**src/rtl/vrased_reset_seq_if.sv**
```systemverilog
// Bundle between the VRASED monitor bank / core reset and vrased_reset_seq.
// viol_src is a set of level requests from the monitors: there is no valid/ready
// handshake. A request bit is honoured in every cycle it is high, and the
// sequencer never back-pressures it. dbg_state/dbg_cnt expose the sequencer
// FSM state and hold counter for observation only.
interface vrased_reset_seq_if #(
   parameter int CNT_W = 5
);
   logic [5:0]       viol_src;
   logic             cpu_rst;
   logic             busy;
   logic [5:0]       cause;
   logic [7:0]       viol_cnt;
   logic [1:0]       dbg_state;
   logic [CNT_W-1:0] dbg_cnt;

   modport master (
      output viol_src,
      input  cpu_rst, busy, cause, viol_cnt, dbg_state, dbg_cnt
   );

   modport slave (
      input  viol_src,
      output cpu_rst, busy, cause, viol_cnt, dbg_state, dbg_cnt
   );
endinterface

```
**src/rtl/vrased_reset_seq.sv**
```systemverilog
// vrased_reset_seq: gathers VRASED monitor reset requests, holds the core in
// reset for at least HOLD_CYCLES, waits for all requests to drop, releases and
// records the violation cause.
// Optional feature: define VRASED_VIOL_LOG_EN to build the saturating 8-bit
// violation-episode counter; otherwise viol_cnt is constant zero.
module vrased_reset_seq #(
   parameter int HOLD_CYCLES = 16,
   parameter int CNT_W       = 5
) (
   input logic                clk,
   input logic                reset,
   vrased_reset_seq_if.slave  rs
);

   typedef enum logic [1:0] {
      IDLE    = 2'b00,
      HOLD    = 2'b01,
      DRAIN   = 2'b10,
      RELEASE = 2'b11
   } state_t;

   localparam logic [CNT_W-1:0] CNT_LOAD = CNT_W'(HOLD_CYCLES - 1);
   localparam logic [CNT_W-1:0] CNT_ONE  = CNT_W'(1);

   state_t           state;
   logic [CNT_W-1:0] cnt;
   logic [5:0]       viol_q;
   logic             viol_any;
   logic             cpu_rst_q;
   logic             busy_q;
   logic [5:0]       cause_q;

   // Monitor requests are combinational; sample them once before use.
   always_ff @(posedge clk or posedge reset) begin
      if (reset) viol_q <= '0;
      else       viol_q <= rs.viol_src;
   end

   assign viol_any = |viol_q;

   // Sequencer FSM; cpu_rst/busy are registered from the next state so the
   // core reset never glitches.
   always_ff @(posedge clk or posedge reset) begin
      if (reset) begin
         state     <= HOLD;
         cnt       <= CNT_LOAD;
         cpu_rst_q <= 1'b1;
         busy_q    <= 1'b1;
         cause_q   <= '0;
      end else begin
         case (state)
            IDLE: begin
               if (viol_any) begin
                  state     <= HOLD;
                  cnt       <= CNT_LOAD;
                  cause_q   <= viol_q;
                  cpu_rst_q <= 1'b1;
                  busy_q    <= 1'b1;
               end else begin
                  cpu_rst_q <= 1'b0;
                  busy_q    <= 1'b0;
               end
            end
            HOLD: begin
               cause_q   <= cause_q | viol_q;
               cpu_rst_q <= 1'b1;
               busy_q    <= 1'b1;
               if (viol_any) begin
                  // A fresh request restarts the minimum hold time.
                  cnt <= CNT_LOAD;
               end else if (cnt == '0) begin
                  state <= DRAIN;
               end else begin
                  cnt <= cnt - CNT_ONE;
               end
            end
            DRAIN: begin
               cause_q <= cause_q | viol_q;
               busy_q  <= 1'b1;
               if (!viol_any) begin
                  state     <= RELEASE;
                  cpu_rst_q <= 1'b0;
               end else begin
                  cpu_rst_q <= 1'b1;
               end
            end
            RELEASE: begin
               if (viol_any) begin
                  state     <= HOLD;
                  cnt       <= CNT_LOAD;
                  cause_q   <= cause_q | viol_q;
                  cpu_rst_q <= 1'b1;
                  busy_q    <= 1'b1;
               end else begin
                  state     <= IDLE;
                  cpu_rst_q <= 1'b0;
                  busy_q    <= 1'b0;
               end
            end
            default: begin
               state     <= HOLD;
               cnt       <= CNT_LOAD;
               cpu_rst_q <= 1'b1;
               busy_q    <= 1'b1;
            end
         endcase
      end
   end

`ifdef VRASED_VIOL_LOG_EN
   logic [7:0] viol_cnt_q;
   logic       episode_start;

   // A new episode starts whenever a request pulls the core back into HOLD
   // from a released state.
   assign episode_start = viol_any && ((state == IDLE) || (state == RELEASE));

   // Saturating episode counter, cleared only by power-on reset.
   always_ff @(posedge clk or posedge reset) begin
      if (reset)                                   viol_cnt_q <= '0;
      else if (episode_start && viol_cnt_q != 8'hFF) viol_cnt_q <= viol_cnt_q + 8'd1;
   end

   assign rs.viol_cnt = viol_cnt_q;
`else
   assign rs.viol_cnt = 8'h00;
`endif

   assign rs.cpu_rst   = cpu_rst_q;
   assign rs.busy      = busy_q;
   assign rs.cause     = cause_q;
   assign rs.dbg_state = state;
   assign rs.dbg_cnt   = cnt;

endmodule

```
**src/flat_wrapper.sv**
```systemverilog
// flat-port wrapper written by rule: the top's interface ports become plain ports
module vrased_reset_seq_flat 
#(
   parameter int HOLD_CYCLES = 16,
   parameter int CNT_W       = 5
)
  (clk, reset, rs_viol_src, rs_cpu_rst, rs_busy, rs_cause, rs_viol_cnt, rs_dbg_state, rs_dbg_cnt);
  vrased_reset_seq_if #(.CNT_W(CNT_W)) rs_i ();
  input logic clk;
  input logic reset;
  input wire logic [$bits(rs_i.viol_src)-1:0] rs_viol_src;
  output wire logic [$bits(rs_i.cpu_rst)-1:0] rs_cpu_rst;
  output wire logic [$bits(rs_i.busy)-1:0] rs_busy;
  output wire logic [$bits(rs_i.cause)-1:0] rs_cause;
  output wire logic [$bits(rs_i.viol_cnt)-1:0] rs_viol_cnt;
  output wire logic [$bits(rs_i.dbg_state)-1:0] rs_dbg_state;
  output wire logic [$bits(rs_i.dbg_cnt)-1:0] rs_dbg_cnt;
  assign rs_i.viol_src = rs_viol_src;
  assign rs_cpu_rst = rs_i.cpu_rst;
  assign rs_busy = rs_i.busy;
  assign rs_cause = rs_i.cause;
  assign rs_viol_cnt = rs_i.viol_cnt;
  assign rs_dbg_state = rs_i.dbg_state;
  assign rs_dbg_cnt = rs_i.dbg_cnt;
  vrased_reset_seq #(.HOLD_CYCLES(HOLD_CYCLES), .CNT_W(CNT_W)) u_core (.clk(clk), .reset(reset), .rs(rs_i));
endmodule
```
**config.mk**
```make
export PLATFORM = sky130hd
export DESIGN_NAME = vrased_reset_seq_flat
export DESIGN_NICKNAME = d
export VERILOG_FILES = /design/src/rtl/vrased_reset_seq_if.sv /design/src/rtl/vrased_reset_seq.sv /design/src/flat_wrapper.sv
export SDC_FILE = /design/constraint.sdc
export NUM_CORES = 1
export LEC_CHECK = 0
export BUFFER_PORTS_ARGS = -buffer_cell sky130_fd_sc_hd__buf_2
export CAP_MARGIN = 20
export CORE_MARGIN = 4
export CORE_UTILIZATION = 40
export DETAILED_ROUTE_END_ITERATION = 10
export PLACE_DENSITY_LB_ADDON = 0.08
export RECOVER_POWER = 25
export SLEW_MARGIN = 5
export SYNTH_ARGS = -nofsm -noshare
export SYNTH_HDL_FRONTEND = slang
export SYNTH_SLANG_ARGS = --single-unit
```
**constraint.sdc**
```tcl
create_clock -name clk -period 2.2 [get_ports clk]
set_input_delay 0.22 -clock clk [delete_from_list [all_inputs] [get_ports clk]]
set_output_delay 0.22 -clock clk [all_outputs]
set_load 0.02 [all_outputs]
```
Yosys cells after proc, flatten, opt, wreduce, memory -nomap -nowiden
Cells that the tools add are included.
Cells by class
  bitwise gates (word level): 1
  reductions and logical operators: 10
  equality and inequality tests: 10
  muxes and demuxes: 16
  add/subtract/negate cells: 1
Operator list (number)
  one-hot mux 6 bit (3 select lines): 1
  2-to-1 mux 5 bit: 3
  2-to-1 mux 6 bit: 2
  one-hot mux 5 bit (2 select lines): 1
  2-to-1 mux 2 bit: 4
  != test 2 x 1 -> 1 bit, second input constant: 4
  one-hot mux 2 bit (4 select lines): 1
  bitwise OR 6 bit: 1
  OR reduction 6 bit: 1
  zero test 5 bit: 1
  subtractor 5 x 1 -> 5 bit, second input constant: 1
  equality test 2 bit, second input constant: 2
  != test 2 bit, second input constant: 2
  one-hot mux 1 bit (2 select lines): 2
  AND reduction 4 bit: 1
  OR reduction 2 bit: 2
  != test 3 x 2 -> 1 bit, second input constant: 1
  AND reduction 3 bit: 1
  OR reduction 3 bit: 1
  equality test 2 x 1 -> 1 bit, second input constant: 1
  zero test 2 bit: 1
  2-to-1 mux 1 bit: 2
  AND reduction 2 bit: 1
  nonzero test 2 bit: 1
Word-level totals
  output and inout port bits: 23
  register bits: 21
  input bits: 8

Longest topological paths before layout
Gate-level depths: netlist of run 1.
  word-level depth: 4
  gate-level depth with buffers: 6

Worst setup path before layout of run 1
Ideal clock, no wire load.
  kind: reg-to-reg
  start: reg u_core.cnt[0] (netlist: u_core.rs.dbg_cnt[0])
  end: reg u_core.state[1] (netlist: u_core.rs.dbg_state[1])
  setup time: 0.125 ns
  setup slack: 0.227 ns
  arrival time: 1.848 ns
  period minus slack after synthesis: 1.973 ns
  stages on the path, launching flop included: 7
  cell sequence: dfstp_2 -> inv_1 -> ha_1 -> or4b_4 -> a2111oi_4 -> a21oi_2 -> mux2_4
Between the ends
  word-level cells in the longest chain between the ends: 3
Ends and longest elaborated chain
  start, declared: RTL line vrased_reset_seq.sv:26  | logic [CNT_W-1:0] cnt;
  start signal, assigned: RTL line vrased_reset_seq.sv:74  | cnt <= cnt - CNT_ONE;
  zero test 5 bit: RTL line vrased_reset_seq.sv:71  | end else if (cnt == '0) begin
  != test 2 x 1 -> 1 bit (no line)
  AND reduction 4 bit (no line)
  end signal, assigned: RTL line vrased_reset_seq.sv:72  | state <= DRAIN;
  end signal, assigned: RTL line vrased_reset_seq.sv:81  | state <= RELEASE;
  end signal, assigned: RTL line vrased_reset_seq.sv:89  | state <= HOLD;
  end, declared: RTL line vrased_reset_seq.sv:25  | state_t state;
No other way between the ends.
A chain may end at the register's enable or synchronous reset.

Final worst setup path of run 1
Same ends and word-level chain as after synthesis.

==> results of run 1 <==
path summary, 6_finish.rpt:
check                                                          end  slack (ns)  cells past startpoint
worst max-delay path            u_core.rs.dbg_state[1]$_DFFE_PP0P_        0.16                      6
worst min-delay path              u_core.rs.dbg_cnt[4]$_DFFE_PP0P_        0.02                      2
worst max register to register  u_core.rs.dbg_state[1]$_DFFE_PP0P_        0.16                      6
worst min register to register      u_core.rs.cause[5]$_DFFE_PP0P_        0.46                      1
max in group asynchronous           u_core.rs.cause[3]$_DFFE_PP0P_        1.68                      2
min in group clk                    u_core.rs.cause[5]$_DFFE_PP0P_        0.46                      1
kinds of logic after synthesis:
group,Yosys count
compound gates,22
buf+inv,15
other cells,1
flops,21
mux,2
xor+xnor,1
fa+ha+maj,7
simple gates,18
metal layers:
metal	GRT usage, %	wire length, µm	up-vias
li1	-	-	352
met4	2.913	15	0
met2	19.56	921	24
met3	4.575	136	2
met5	0	0	-
met1	15.24	810	346
where the power goes:
group	leakage (nW)	internal [mW]	switching, mW
Clock	0.0139	0.0693	0.123
Sequential	0.228	0.460	0.0372
Combinational	0.309	0.241	0.339
Total	0.551	0.770	0.499
state kept, by name, summed over array words and instances, names as in the netlist:
signal,count
u_core.rs.dbg_state,2
u_core.rs.dbg_cnt,5
u_core.rs.cpu_rst,1
u_core.viol_q,6
u_core.rs.busy,1
u_core.rs.cause,6
cells in the final DEF (no fill, tap or decap):
cell type / count
buf_2: 22
dfrtp_1: 14
conb_1: 8
inv_1: 7
ha_1: 7
dfstp_2: 7
a21o_1: 6
dlygate4sd3_1: 6
nor2_1: 5
o21ai_0: 3
a2bb2oi_1: 3
clkbuf_4: 3
or2_2: 2
a21oi_1: 2
nor3_1: 2
nand2_1: 2
or4_4: 1
or2_1: 1
o21ai_2: 1
or4b_4: 1
nor4b_1: 1
nand2b_1: 1
a2111o_1: 1
o21ba_2: 1
or3_1: 1
xnor2_1: 1
nor3b_1: 1
o22ai_1: 1
mux2_2: 1
a2111oi_4: 1
a21oi_2: 1
a211o_1: 1
o21a_1: 1
mux2_4: 1
clkinvlp_4: 1
buf_4: 1
per-stage QoR:
| stage | utilization, % | hold WS [ns] | area [µm²] | total power, mW | setup WS (ns) |
|---|---|---|---|---|---|
| 2_1_floorplan | - | 0.1913 | 1067 | 0.9324 | 0.2272 |
| 3_3_place_gp | 46.92 | 0.3284 | 1162 | 1.080 | 0.2226 |
| 3_5_place_dp | 46.92 | 0.3297 | 1162 | 1.081 | 0.1806 |
| 4_1_cts | 48.94 | 0.0009189 | 1212 | 1.279 | 0.1598 |
| 5_1_grt | 50.56 | 0.08486 | 1252 | 1.375 | 0.07749 |
| 6_report | 50.56 | 0.02451 | 1252 | 1.269 | 0.1574 |
final cells by class:
class / instances / share of cell area [%]
inverter: 7 / 2.098
sequential: 21 / 42.66
clock buffer: 3 / 1.798
multi-input combinational: 58 / 35.66
tap: 30 / 2.997
timing repair buffer: 29 / 14.19
clock inverter: 1 / 0.5994
==> results.tsv, run 1 <==
metric	value	unit
rsz0062_at_grt	no	
synth_top_area_cell	dfrtp_1	
yosys-top-cells-area	dfrtp_1 (34%), dfstp_2 (18%), ha_1 (8.4%)	
synth_area	0.001041	mm²
synth_top_area_share	33.65	%
clk_pin_slew	0.13	ns
critPathRequiredTime	2.42	ns
clock_sinks	21	
multi_input_area	446.7	µm²
synthSimpleGateAreaFrac	10.46	%
fin_setup_tns	0	ns
grt_first_pass_wirelength	3160	µm
period_needed	2.043	ns
tightestPinTransition	0.7787	ns
fillers	235	
synthTopCellsByCount	dfrtp_1 (14), buf_4 (8), dfstp_2 (7), ha_1 (7), inv_1 (7)	
core.rowCount	18	
cts_tree	done	
cts_root_buffer	clkbuf_4	
end_kind	register	
synth_compound_area_share	17.79	%
start_util	42.02	%
slowest_stage	or4b_4	
hold_violations	0	
setup_violations	0	
synth_xor_area_share	0.8413	%
critPathTopFamily	simple AND/OR/NAND/NOR gates	
first_iter_violations	10	
clk_latency	0.31	ns
critPathMaxFanout	5	
slew_viol_final	0	
drc	0	
die_h	59.02	µm
ys_ff_latch	21	
max_freq	489.6	MHz
seq_area	534.3	µm²
critPathArrivalTime	2.26	ns
post_layout_nonfiller_instances	149	
numPortBuffers	22	
cts_made_buffers	3	
post-cts-setup-buffers	0	
drt-vias-per-instance	4.859	
grt-ovfl-total	0	
synth_fa_ha_area_share	8.413	%
path_buf_inv	1	
gp_congestion	0.8125	
ctsResizeCount	0	
hp-class	input pin to asynchronous set/reset pin	
wire_per_inst	12.64	µm
synth_enable_flop_cells	0	
core-area	0.002477	mm²
dpl.cell_count	139	
crit_chain	inv_1 -> ha_1 -> or4b_4 -> a2111oi_4 -> a21oi_2 -> mux2_4	
dieArea	0.003483	mm²
status	finished clean	
p_leak	0.5506	nW
cp-start-kind	register	
powerDensity	1014	mW/mm²
drive_above_1_share	36.97	%
clockBufferDepth	2	
async_reset_ff_share	100.0	%
cts_max_level	1	
slowest_delay	0.50	ns
wl	1884	µm
synthFlopType	dfrtp_1	
ant_nets	0	
critical_path_class	register to register	
relSlewSlack	48.03	%
synth_mux_area_share	2.524	%
drt_first_pass_iters	3	
r2r_start	u_core.rs.dbg_cnt[0]$_DFFE_PP1P_	
cp-startpoint	u_core.rs.dbg_cnt[0]$_DFFE_PP1P_	
grt_max_degree	22	
antenna_found_initial	0	
yosysUniqueCellTypes	32	
yosysWarningCount	0	
die_w	59.02	µm
diodes	0	
cts_hold_buf	2	
synth_top_family_by_area	compound AO/OA/AOI/OAI gates	
yosys.cell_count.top_type	dfrtp_1	
io_pins	31	
grt_pass1_vias	719	
hpwl	1419	µm
min_period_over_period	92.85	%
maxCapViolCount	0	
syn_inst	87	
vias	724	
peakVddDrop	550.5	µV
yosysSeqAreaShare	51.32	%
grtUsageTotal	12.07	%
syn2layout_area_growth	20.31	%
syn_avg_cell_area	11.97	µm²
fin_nets	135	
clock_skew	0.01198	ns
Power figures use the tool's default switching activity.
==> inputs of run 2 (changes only) <==
CELL_PAD_IN_SITES_DETAIL_PLACEMENT = 0   (was not set)
CELL_PAD_IN_SITES_GLOBAL_PLACEMENT = 1   (was not set)
CORE_UTILIZATION = 38   (was 40)
TNS_END_PERCENT = 30   (was not set)
==> results.tsv, run 2 (synthesis results as in run 1) <==
metric	value	unit
reg2reg_depth	6	
rsz0062_at_grt	no	
core.rowCount	18	
multi_input_area	446.7	µm²
drive_above_1_share	36.97	%
maxCapViolCount	0	
ant_nets	0	
drc	0	
rr_endpoint	u_core.rs.dbg_state[1]$_DFFE_PP0P_	
post-cts-setup-buffers	0	
clock_skew	0.006322	ns
dieArea	0.003641	mm²
wl	1844	µm
layout_commonest_cell	buf_2	
cp-start-kind	register	
peakVddDrop	561.8	µV
clk_latency	0.31	ns
hp-class	input pin to asynchronous set/reset pin	
grtUsageTotal	11.44	%
critPathMaxFanout	5	
post_layout_nonfiller_instances	149	
die_h	60.34	µm
diodes	0	
min_period_over_period	91.85	%
dpl.cell_count	139	
clk_pin_slew	0.13	ns
grt-ovfl-total	0	
ctsResizeCount	0	
setup_violations	0	
p_leak	0.5506	nW
io_pins	31	
slew_viol_final	0	
drt-vias-per-instance	4.732	
drt_first_pass_iters	2	
fillers	254	
critPathArrivalTime	2.24	ns
clock_sinks	21	
grt_pass1_vias	668	
period_needed	2.021	ns
tightestPinTransition	0.7661	ns
hpwl	1368	µm
cts_hold_buf	6	
cts_root_buffer	clkbuf_4	
relSlewSlack	48.87	%
grt_first_pass_wirelength	3049	µm
start_util	40.90	%
numPortBuffers	22	
die_w	60.34	µm
fin_setup_tns	0	ns
final_cell_mix	buf_2 (22), dfrtp_1 (14), conb_1 (8)	
vias	705	
core-area	0.002545	mm²
wire_per_inst	12.38	µm
gp_congestion	0.8250	
cts_made_buffers	3	
r2r_start	u_core.rs.dbg_cnt[0]$_DFFE_PP1P_	
critPathRequiredTime	2.42	ns
seq_area	534.3	µm²
powerDensity	1017	mW/mm²
finalInstanceArea	0.001252	mm²
status	finished clean	
clockBufferDepth	2	
cts_tree	done	
syn2layout_area_growth	20.31	%
hold_violations	0	
antenna_found_initial	0	
fin_nets	135	
critical_path_class	register to register	
first_iter_violations	15	
cts_max_level	1	
grt_max_degree	22	
end_kind	register	
r2r_slack	0.18	ns
dpl-instance-area	0.001162	mm²
max_freq	494.9	MHz
## run 2: cell counts in the layout (fill, tap and decap cells not counted)
No cell type changed its count.
## run 2: cell type report
cell class / count / share of cell area, %
flip-flops and latches: 21 / 42.66
multi-input cells: 58 / 35.66
repair buffers: 29 / 14.19
well taps: 30 / 2.997
inverters: 7 / 2.098
clock buffers: 3 / 1.798
clock inverters: 1 / 0.5994
## run 2: worst max-delay path by stage
stage	start	endpoint	cells past startpoint
after detailed placement	u_core.rs.dbg_cnt[0]$_DFFE_PP1P_	u_core.rs.dbg_state[1]$_DFFE_PP0P_	6
after floorplan	u_core.rs.dbg_cnt[0]$_DFFE_PP1P_	u_core.rs.dbg_state[1]$_DFFE_PP0P_	6
after global routing	u_core.rs.dbg_cnt[0]$_DFFE_PP1P_	u_core.rs.dbg_state[1]$_DFFE_PP0P_	6
after CTS	u_core.rs.dbg_cnt[0]$_DFFE_PP1P_	u_core.rs.dbg_state[1]$_DFFE_PP0P_	6
after global placement	u_core.rs.dbg_cnt[0]$_DFFE_PP1P_	u_core.rs.dbg_state[1]$_DFFE_PP0P_	6
final	u_core.rs.dbg_cnt[0]$_DFFE_PP1P_	u_core.rs.dbg_state[1]$_DFFE_PP0P_	6
## run 2: power breakdown
group | internal, mW | switching [mW] | total, mW
Sequential | 0.460 | 0.0370 | 0.497
Combinational | 0.241 | 0.339 | 0.580
Clock | 0.0695 | 0.127 | 0.196
Total | 0.771 | 0.503 | 1.27
## run 2: layer usage
layer	up-vias	wire (µm)	GRT usage (%)
met5	-	0	0
met4	0	24	3.797
met3	4	124	4.468
met2	22	874	17.59
met1	330	821	14.78
li1	349	-	-
## run 2: stage by stage
step | power (mW) | worst slack [ns] | utilization, % | hold slack, ns
final | 1.273 | 0.1792 | 49.21 | 0.02131
after global routing | 1.376 | 0.07884 | 49.21 | 0.08454
after CTS | 1.292 | 0.1839 | 49.21 | 0.05277
after detailed placement | 1.081 | 0.2014 | 45.67 | 0.3293
after global placement | 1.084 | 0.2226 | 45.67 | 0.3279
after floorplan | 0.9324 | 0.2272 | - | 0.1913
## run 2: worst max-delay path, cell delays in order (launching register included)
cell and delay, ns:
dfstp_2 0.40, inv_1 0.05, ha_1 0.19, or4b_4 0.50, a2111oi_4 0.40, a21oi_2 0.08
mux2_4 0.30
